**src/rtl/bus_timer_pkg.sv**
```systemverilog
// Shared types and constants for the bus_timer block: FSM states,
// register offsets, CTRL bit positions, mode codes and a byte-lane merge helper.
package bus_timer_pkg;

    typedef enum logic [1:0] {
        IDLE = 2'd0,
        LOAD = 2'd1,
        CNT  = 2'd2,
        INT  = 2'd3
    } state_t;

    localparam logic [1:0] OFF_CTRL   = 2'd0;
    localparam logic [1:0] OFF_PRESET = 2'd1;
    localparam logic [1:0] OFF_COUNT  = 2'd2;
    localparam logic [1:0] OFF_RSVD   = 2'd3;

    localparam int CTRL_EN   = 0;
    localparam int CTRL_MODE = 1;
    localparam int CTRL_IM   = 3;

    localparam logic [1:0] MODE_ONESHOT = 2'b00;
    localparam logic [1:0] MODE_RELOAD  = 2'b01;

    typedef struct packed {
        logic       im;
        logic [1:0] mode;
        logic       en;
    } ctrl_t;

    function automatic logic [31:0] byte_merge(
        input logic [31:0] cur,
        input logic [31:0] wdata,
        input logic [3:0]  be
    );
        logic [31:0] r;
        r = cur;
        for (int i = 0; i < 4; i++) begin
            if (be[i]) r[8*i +: 8] = wdata[8*i +: 8];
        end
        return r;
    endfunction

endpackage

```
**src/rtl/bus_timer_if.sv**
```systemverilog
// Data-bus view of one bus_timer instance.
// master: core side drives addr/we/byteen/wdata; slave: timer returns rdata/hit.
interface bus_timer_if;

    logic [31:0] addr;
    logic        we;
    logic [3:0]  byteen;
    logic [31:0] wdata;
    logic [31:0] rdata;
    logic        hit;

    modport master (
        output addr, we, byteen, wdata,
        input  rdata, hit
    );

    modport slave (
        input  addr, we, byteen, wdata,
        output rdata, hit
    );

endinterface

```
**src/rtl/bus_timer_prescaler.sv**
```systemverilog
// Tick generator: counter runs 0..PRESCALE-1 while run is high, cleared otherwise.
// Ports: clk, reset (sync, active-high), run (in), tick (out, high at PRESCALE-1).
module bus_timer_prescaler #(
    parameter int PRESCALE = 4
) (
    input  logic clk,
    input  logic reset,
    input  logic run,
    output logic tick
);

    localparam int W = (PRESCALE > 1) ? $clog2(PRESCALE) : 1;
    localparam logic [W-1:0] LAST = W'(PRESCALE - 1);

    logic [W-1:0] cnt;

    always_ff @(posedge clk) begin
        if (reset || !run) begin
            cnt <= '0;
        end else if (cnt == LAST) begin
            cnt <= '0;
        end else begin
            cnt <= cnt + 1'b1;
        end
    end

    assign tick = (cnt == LAST);

endmodule

```
**src/rtl/bus_timer.sv**
```systemverilog
// Memory-mapped countdown timer with irq. Ports: clk, reset (sync, active-high),
// bus (bus_timer_if.slave), irq. Optional prescaler: macro BUS_TIMER_PRESCALE_EN.
module bus_timer
    import bus_timer_pkg::*;
#(
    parameter logic [31:0] BASE     = 32'h0000_7F00,
    parameter int          PRESCALE = 4
) (
    input  logic          clk,
    input  logic          reset,
    bus_timer_if.slave    bus,
    output logic          irq
);

    state_t      state;
    state_t      state_next;
    ctrl_t       ctrl;
    logic [31:0] preset;
    logic [31:0] count;
    logic        pending;

    logic [1:0]  off;
    logic        wr;
    logic        ctrl_wr;
    logic        tick;

    logic        load;
    logic        dec;
    logic        expire;
    logic        rearm;
    logic        stop;

    assign off     = bus.addr[3:2];
    assign bus.hit = (bus.addr[31:4] == BASE[31:4]);
    assign wr      = bus.we & bus.hit;
    assign ctrl_wr = wr && (off == OFF_CTRL) && (bus.byteen != 4'b0);

`ifdef BUS_TIMER_PRESCALE_EN
    bus_timer_prescaler #(
        .PRESCALE (PRESCALE)
    ) u_prescaler (
        .clk   (clk),
        .reset (reset),
        .run   (state == CNT),
        .tick  (tick)
    );
`else
    // No prescaler: every cycle is a tick (PRESCALE is >=1 when legal).
    assign tick = (PRESCALE >= 1);
`endif

    always_ff @(posedge clk) begin
        if (reset) state <= IDLE;
        else       state <= state_next;
    end

    always_comb begin
        state_next = state;
        load       = 1'b0;
        dec        = 1'b0;
        expire     = 1'b0;
        rearm      = 1'b0;
        stop       = 1'b0;
        unique case (state)
            IDLE: begin
                if (ctrl.en) state_next = LOAD;
            end
            LOAD: begin
                load       = 1'b1;
                state_next = CNT;
            end
            CNT: begin
                if (!ctrl.en) begin
                    state_next = IDLE;
                end else if (tick) begin
                    if (count == 32'd0) begin
                        expire     = 1'b1;
                        state_next = INT;
                    end else begin
                        dec = 1'b1;
                    end
                end
            end
            INT: begin
                if (ctrl.mode == MODE_RELOAD) begin
                    rearm      = 1'b1;
                    state_next = LOAD;
                end else begin
                    stop       = 1'b1;
                    state_next = IDLE;
                end
            end
            default: state_next = IDLE;
        endcase
    end

    always_ff @(posedge clk) begin
        if (reset) begin
            ctrl    <= '0;
            preset  <= '0;
            count   <= '0;
            pending <= 1'b0;
        end else begin
            if (load)     count <= preset;
            else if (dec) count <= count - 32'd1;

            // A bus write to CTRL overrides the FSM's one-shot EN clear.
            if (stop) ctrl.en <= 1'b0;
            if (wr && off == OFF_CTRL && bus.byteen[0]) begin
                ctrl <= '{
                    im:   bus.wdata[CTRL_IM],
                    mode: bus.wdata[CTRL_MODE +: 2],
                    en:   bus.wdata[CTRL_EN]
                };
            end

            if (wr && off == OFF_PRESET) begin
                preset <= byte_merge(preset, bus.wdata, bus.byteen);
            end

            // Expiry set wins over a same-edge CTRL-write clear.
            if (expire)                pending <= 1'b1;
            else if (rearm || ctrl_wr) pending <= 1'b0;
        end
    end

    always_comb begin
        bus.rdata = '0;
        unique case (off)
            OFF_CTRL:   bus.rdata = {28'b0, ctrl};
            OFF_PRESET: bus.rdata = preset;
            OFF_COUNT:  bus.rdata = count;
            OFF_RSVD:   bus.rdata = '0;
            default:    bus.rdata = '0;
        endcase
    end

    assign irq = pending & ctrl.im;

endmodule

```
**src/flat_wrapper.sv**
```systemverilog
// flat-port wrapper written by rule: the top's interface ports become plain ports
module bus_timer_flat import bus_timer_pkg::*;
#(
    parameter logic [31:0] BASE     = 32'h0000_7F00,
    parameter int          PRESCALE = 4
)
  (clk, reset, irq, bus_addr, bus_we, bus_byteen, bus_wdata, bus_rdata, bus_hit);
  bus_timer_if bus_i ();
  input  logic clk;
  input  logic reset;
  output logic irq;
  input wire logic [$bits(bus_i.addr)-1:0] bus_addr;
  input wire logic [$bits(bus_i.we)-1:0] bus_we;
  input wire logic [$bits(bus_i.byteen)-1:0] bus_byteen;
  input wire logic [$bits(bus_i.wdata)-1:0] bus_wdata;
  output wire logic [$bits(bus_i.rdata)-1:0] bus_rdata;
  output wire logic [$bits(bus_i.hit)-1:0] bus_hit;
  assign bus_i.addr = bus_addr;
  assign bus_i.we = bus_we;
  assign bus_i.byteen = bus_byteen;
  assign bus_i.wdata = bus_wdata;
  assign bus_rdata = bus_i.rdata;
  assign bus_hit = bus_i.hit;
  bus_timer #(.BASE(BASE), .PRESCALE(PRESCALE)) u_core (.clk(clk), .reset(reset), .bus(bus_i), .irq(irq));
endmodule
```
**config.mk**
```make
export PLATFORM = sky130hd
export DESIGN_NAME = bus_timer_flat
export DESIGN_NICKNAME = d
export VERILOG_FILES = /design/src/rtl/bus_timer_pkg.sv /design/src/rtl/bus_timer_if.sv /design/src/rtl/bus_timer_prescaler.sv /design/src/rtl/bus_timer.sv /design/src/flat_wrapper.sv
export SDC_FILE = /design/constraint.sdc
export NUM_CORES = 1
export LEC_CHECK = 0
export BUFFER_PORTS_ARGS = -buffer_cell sky130_fd_sc_hd__buf_2
export CORE_MARGIN = 5
export CORE_UTILIZATION = 54
export CTS_CLUSTER_DIAMETER = 200
export CTS_CLUSTER_SIZE = 30
export DETAILED_ROUTE_END_ITERATION = 6
export PLACE_DENSITY = 0.85
export SYNTH_ARGS = -nofsm -noshare
export SYNTH_HDL_FRONTEND = slang
export SYNTH_SLANG_ARGS = --single-unit
```
**constraint.sdc**
```tcl
create_clock -name clk -period 2.75 [get_ports clk]
set_input_delay 0.275 -clock clk [delete_from_list [all_inputs] [get_ports clk]]
set_output_delay 0.275 -clock clk [all_outputs]
set_load 0.03 [all_outputs]
```
Yosys cells after proc, flatten, opt, wreduce, memory -nomap -nowiden:

Cells that the tools add are included.

* logic and storage cells: 63
* input port bits: 71
* register bits: 71
* output and inout port bits: 34

* bitwise logic cells: 2
* reduce and logical (&&, ||, !) cells: 17
* $add $sub $neg: 1
* multiplexer cells: 23
* equal/unequal tests: 10

Operators with widths (count)
* $pmux 32 s4: 1
* $mux 32: 2
* $logic_not 32->1: 1
* $sub 32x1->32 const B: 1
* $eq 28x11->1 const B: 1
* $mux 1: 16
* $reduce_and 2->1: 5
* $eq 2x2->1 const B: 4
* $pmux 2 s4: 1
* $eq 2x1->1 const B: 3
* $mux 2: 3
* $reduce_bool 2->1: 3
* $logic_and 1x1->1: 4
* $logic_not 2->1: 2
* $reduce_bool 4->1: 1
* $ne 3x3->1 const B: 1
* $and 1x1->1: 2
* $ne 2x1->1 const B: 1
* $logic_or 1x1->1: 1

Logic depth before layout (Yosys ltp):

Gate-level depths: netlist (run 1).

* depth after elaboration: 7
* depth in mapped cells: 9
* gate-level depth less buffers: 7

Worst setup path before layout (run 1):

OpenSTA, ideal clock, no wires.

* kind: flip-flop to flip-flop
* start: register u_core.count[0]
* end: register u_core.count[4]
* period minus slack after synthesis: 2269 ps
* path slack: 481 ps
* arrival time: 2137 ps
* library setup time: 132 ps
* cell stages (with the launch flop): 9
* data required time: 2618 ps
* path buffers: 1
* path through: dfxtp_1 inv_1 ha_1 nor4b_2 and4_1 a31oi_1 clkbuf_1 a221oi_1 a21oi_1

* word-level cells in the longest chain between the ends: 5
* elaborated cells between the ends (all ways): 8
* classes of those cells: 1 x add/sub; 5 x mux; 2 x reduce/logical

RTL lines
* from (decl): line bus_timer.sv:19 `logic [31:0] count;`
* from (signal assigned): line bus_timer.sv:104 `if (load) count <= preset;`
* from (signal assigned): line bus_timer.sv:105 `else if (dec) count <= count - 32'd1;`
* parallel branches: the longest is 5 deep, another holds $sub 32x1->32

Several ways; the timed one is not identified. The select of a mux whose other input is x is not followed.
A chain may end at the register's enable or synchronous reset.

Worst setup path in the final report (run 1):

* start: register u_core.count[0]
* end: register u_core.count[28]

The elaborated chain is that of the path after synthesis.

==> impl_metrics.json, run 1 <==
{
  "p_seq_share_pct": 48.5,
  "power_frac_clock_pct": 45.8,
  "num_io_pins": 105,
  "rsz0062_at_grt": "false",
  "cts_buffers": 9,
  "fp.dieH_um": 97.5,
  "wl_um": 12600,
  "via_per_inst": 6.43,
  "cp_data_required_time_ps": 2980,
  "clock_latency_ps": 350,
  "ys_warn_count": 0,
  "clk_pin_slew_worst_paths_ps": 90,
  "cts_hold_buf": 0,
  "place_hpwl_um": 8950,
  "ys_ff_latch": 71,
  "power_density_nw_per_um2": 425,
  "yosysUniqueCellTypes": 59,
  "synthArstFlopShare_pct": 0,
  "synth.top_cell.area_share_pct": 34.4,
  "synth_fa_ha_area_share_pct": 0.303,
  "syn_to_final_growth_pct": 20.6,
  "cts_tree": "built",
  "initial_core_util_pct": 54.3,
  "hold_path.class": "in2reg",
  "finalMaxSlewViolations": 0,
  "crit_chain": "inv_1, ha_1, nor4b_2, buf_4, nand3_1, a2111oi_4, a31o_2, a31oi_1",
  "wire_per_inst_um": 17.9,
  "n_antenna_cell": 0,
  "layout_common_cells": "102 x buf_2, 80 x nand2_1, 71 x dfxtp_1, 38 x a21oi_1, 33 x a31o_2",
  "fin_nets": 667,
  "synthCells": 508,
  "ant_nets": 0,
  "synthMuxAreaShare_pct": 4.12,
  "status": "completed",
  "period_share_pct": 90.0,
  "p_leak_uw": 0.00209,
  "synth_nets": 580,
  "worstSetupPathType": "reg2reg",
  "setup_viol": 0,
  "cts_root_buffer": "clkbuf_8",
  "place.gp.congestion": 0.902,
  "max_stage_delay_ps": 610,
  "dieWidth_um": 97.5,
  "antenna_found_initial": 0,
  "synth_area_per_cell_um2": 8.14,
  "switching_share_pct": 23.7,
  "synth-compound-area-share_pct": 30.9,
  "port_buffers": 102,
  "synth_area_um2": 4130,
  "synth_area_leader_cell": "dfxtp_1",
  "fin_crit_ps": 2480,
  "synth_flop_cell": "dfxtp_1",
  "yosys.area_share.simple_pct": 25.2,
  "fmax_mhz": 404,
  "dr_total_vias": 4517,
  "grt_pass1_wl_um": 20500,
  "power.internal_uw": 1620,
  "synth_top_family_by_area": "compound AO/OA/AOI/OAI gates",
  "finalHoldViolations": 0,
  "core-area_um2": 7610,
  "clock-sinks": 71,
  "start_kind": "flip-flop",
  "grt_pass1_vias": 4267,
  "postCtsSetupBuffers": 0,
  "seq_area_frac_synth_pct": 34.4,
  "overflow": 0,
  "die_area_um2": 9500,
  "grt.total_usage_pct": 25.8,
  "switching_power_uw": 501,
  "drtIter0Drc": 508,
  "synth_edf_count": 0,
  "cap_viol_max_count": 0,
  "highest_layer": "met4",
  "wl_met1_um": 5300,
  "grt_max_degree": 48,
  "dr_wl_met3_um": 1230,
  "ys_top_cells_by_area": "dfxtp_1 34%, nand2_1 7.3%, a31o_2 7.0%, a22o_1 5.9%, a21oi_1 4.6%",
  "cts-htree-levels": 3,
  "cts_resized": 0,
  "final_common_cell": "buf_2",
  "cts_buffer_depth": 2,
  "crit_fanout": 8,
  "crit_arrival_ps": 2710,
  "crit_slowest_cell": "a2111oi_4",
  "drt-pass1-iter-count": 5,
  "relSlewSlack_pct": 46.2,
  "rows": 32,
  "finalPower_uw": 2120,
  "worst_slew_pin_slew_ps": 805,
  "crit_path_end_kind": "flip-flop",
  "drive_gt1_share_pct": 31.7,
  "irDropWorstVdd_mv": 0.339,
  "synth_xor_xnor_area_share_pct": 0,
  "setup-tns-final_ps": 0,
  "skew_ps": 12.6,
  "met2_length_um": 5730,
  "drc": 0,
  "comb_power_share_pct": 5.7
}
final cells by class:
cell class	count	area, µm²
Clock buffer	10	138
Fill cell	641	2630
Timing Repair Buffer	119	663
Inverter	6	22.5
Tap cell	102	128
Clock inverter	6	92.6
Sequential cell	71	1420
Multi-Input combinational cell	388	2520
sequential cells by signal, summed over array words and instances, names as in the netlist:
register and cells:
u_core.count 32, u_core.preset 32, u_core.state 2, u_core.ctrl 4, u_core.pending 1
power by group through the flow:
| stage | logic, µW | registers, µW | clock network, µW |
|---|---|---|---|
| after CTS | 120 | 1030 | 968 |
| after detailed placement | 119 | 1050 | 0 |
| final | 121 | 1030 | 970 |
| after global placement | 118 | 1050 | 0 |
| after floorplan | 52.4 | 1050 | 0 |
| after global routing | 131 | 1030 | 1020 |
path summary, 6_finish.rpt:
path	from	end	slack (ps)	cells after the start
setup / recovery	u_core.count[0]	u_core.count[28]	270	8
setup reg to reg	u_core.count[0]	u_core.count[28]	270	8
hold reg to reg	u_core.ctrl[3]	u_core.ctrl[3]	490	2
hold / removal	bus_wdata[20]	u_core.preset[20]	150	2
synth_stat cells (4+ instances only):
cell type and number:
nand2_1 80, dfxtp_1 71, a21oi_1 38, clkbuf_1 35
a31o_2 33, a22o_1 28, a31oi_1 21, nor2_1 18
mux2i_1 17, nand3_1 13, nor4_1 13, nor3_1 10
o21ai_0 10, or3_1 10, nand4_1 8, and2_1 7
or4_1 7, inv_1 6, o211ai_1 6, buf_2 5
nor2b_1 5, o311ai_0 5, nand3b_1 4, or2_2 4
routing by layer:
layer	vias to the layer above	GRT usage, %
met4	0	9.48
met2	239	40.6
met1	2113	35.3
met5	-	0
met3	47	4.74
li1	2118	-
critical path, delay by kind of cell (launching register included):
family | cells | cell delay (ps)
AO/OA/AOI/OAI | 3 | 930
buffers and inverters | 2 | 310
AND/OR/NAND/NOR | 2 | 490
adder cells (fa/ha/maj) | 1 | 270
flip-flops | 1 | 350
per-stage QoR:
step                      hold WS [ps]  area, µm²  cells  worst slack (ps)  utilization, %
after CTS                          138       4980    702               360            65.5
after global routing               137       4980    702               125            65.5
final                              146       4980    702               274            65.5
after detailed placement           477       4750    686               365            62.5
after global placement             457       4750    686               406            62.5
after floorplan                    420       4130    508               481               -
kinds of logic (layout without fill, tap and decap cells):
kind of cell | count (synthesis) | in the layout
and+or+nand+nor | 199 | 199
AOI/OAI and AO/OA | 171 | 171
DFF | 71 | 71
buffers and inverters | 49 | 141
muxes | 17 | 17
adders and majority gates | 1 | 1
(Power assumes the default switching activity.)
==> run 2: changes to the inputs <==
Settings changed: BUFFER_PORTS_ARGS -buffer_cell sky130_fd_sc_hd__buf_2 to unset, CORE_UTILIZATION 54 to 55, DONT_BUFFER_PORTS set to 1, PLACE_DENSITY 0.85 to 0.74.
==> run 2 against run 1 <==
Sequential share of layout area is 2.7 points higher. Core utilization is 3.2 points lower. Via count is 8.3% lower. Routed wire length is 0.41% higher.
==> impl_metrics.json, run 2 (same netlist as run 1, synthesis figures left out) <==
{
  "clk_pin_slew_worst_paths_ps": 80,
  "status": "completed",
  "n_fill_cell": 679,
  "wl_um": 12600,
  "crit_path_end_kind": "flip-flop",
  "reg2reg_slack_ps": 200,
  "grt.total_usage_pct": 26.1,
  "period_share_pct": 92.9,
  "finalHoldViolations": 0,
  "setup-tns-final_ps": 0,
  "cts_resized": 0,
  "endpoint": "u_core.count[30]",
  "crit_slowest_cell": "a2111oi_4",
  "cp.depth": 8,
  "cts_buffer_depth": 2,
  "dieWidth_um": 96.7,
  "wire_per_inst_um": 21.0,
  "crit_arrival_ps": 2740,
  "skew_ps": 8.11,
  "drt-pass1-iter-count": 5,
  "worstSetupPathType": "reg2reg",
  "dp_cells": 584,
  "fp.dieH_um": 96.7,
  "drive_gt1_share_pct": 18.1,
  "finalPower_uw": 2150,
  "irDropWorstVdd_mv": 0.393,
  "grt_pass1_vias": 3934,
  "timing.rr.end": "u_core.count[30]",
  "hold_path.class": "in2reg",
  "crit_fanout": 8,
  "relSlewSlack_pct": 26.2,
  "fin_crit_ps": 2550,
  "num_io_pins": 105,
  "grt_pass1_wl_um": 20100,
  "place_hpwl_um": 8980,
  "cts_tree": "built",
  "drc": 0,
  "cts_root_buffer": "clkbuf_8",
  "crit_start": "u_core.count[0]",
  "crit_chain": "inv_1, ha_1, nor4b_2, buf_4, nand3_1, a2111oi_4, a31o_2, a31oi_1",
  "syn_to_final_growth_pct": 9.99,
  "worst_slew_pin_slew_ps": 1100,
  "place.gp.congestion": 0.874,
  "dr_total_vias": 4143,
  "postCtsSetupBuffers": 0,
  "max_stage_delay_ps": 600,
  "clock-sinks": 71,
  "cp_data_required_time_ps": 2940,
  "rr_startpoint": "u_core.count[0]",
  "port_buffers": 0,
  "ant_nets": 0,
  "power_density_nw_per_um2": 473,
  "cp_top_family": "compound AO/OA/AOI/OAI gates",
  "rr_worst_depth": 8,
  "layout_common_cells": "80 x nand2_1, 71 x dfxtp_1, 38 x a21oi_1, 33 x a31o_2, 28 x a22o_1",
  "seq_area_um2": 1420,
  "core-area_um2": 7290,
  "pre_cts_slack_ps": 276,
  "initial_core_util_pct": 56.7,
  "fin_cells": 602,
  "cts_buffers": 9,
  "n_antenna_cell": 0,
  "top_regs": "u_core.count (32), u_core.preset (32), u_core.ctrl (4)",
  "setup_viol": 0,
  "utilization_pct": 62.3,
  "setup_ws_ps": 196,
  "drtIter0Drc": 451,
  "clock_latency_ps": 350,
  "finalMaxSlewViolations": 0,
  "overflow": 0,
  "die_area_um2": 9350,
  "via_per_inst": 6.88,
  "cap_viol_max_count": 0,
  "cts-htree-levels": 3,
  "grt_max_degree": 40,
  "fmax_mhz": 392,
  "worst-path-buf-inv": 2,
  "rsz0062_at_grt": "false",
  "p_leak_uw": 0.00168,
  "final_common_cell": "nand2_1",
  "fin_nets": 570,
  "start_kind": "flip-flop",
  "antenna_found_initial": 0,
  "rows": 31,
  "multiInputGateArea_um2": 2520,
  "cts_hold_buf": 2
}
-- run 2: cell types whose count changed in the layout (fill, tap and decap cells not counted) --
cell / change
buf_12: +1
buf_2: -102
buf_4: +2
bufinv_16: +1
clkinvlp_4: -1
dlygate4sd3_1: +2
-- run 2: power breakdown --
group          internal (µW)  total (µW)  switching [µW]
Sequential              1030        1030     0.000000245
Combinational           16.9        60.9            44.0
Clock                    632        1060             429
Total                   1680        2150             473
-- run 2: worst min path at each step --
stage | from | endpoint | slack (ps) | cells after the start
detailed placement | reset | u_core.state[1] | 360 | 1
floorplan | bus_wdata[4] | u_core.preset[4] | 420 | 1
global route | reset | u_core.count[12] | 30 | 1
finish | reset | u_core.count[12] | 40 | 1
global placement | reset | u_core.state[1] | 350 | 1
CTS | reset | u_core.count[12] | 30 | 1
-- run 2: layout make-up --
class | count | area share (%)
sequential | 71 | 31.3
tap | 99 | 2.73
multi-input combinational | 388 | 55.4
clock buffer | 10 | 3.03
timing repair buffer | 22 | 4.57
clock inverter | 6 | 2.53
inverter | 6 | 0.495
-- run 2: per-stage QoR --
step | area (µm²) | hold WS (ps)
detailed placement | 4270 | 355
global placement | 4270 | 354
global route | 4550 | 30.6
CTS | 4550 | 28.4
finish | 4550 | 37.1
floorplan | 4130 | 420
-- run 2: layer usage --
layer,global-route usage [%],share of wire (%),vias to the layer above
li1,-,-,1925
met1,34.8,41,1952
met2,39.8,45,242
met3,7.91,12,24
met4,9.29,2.3,0
met5,0,0,-
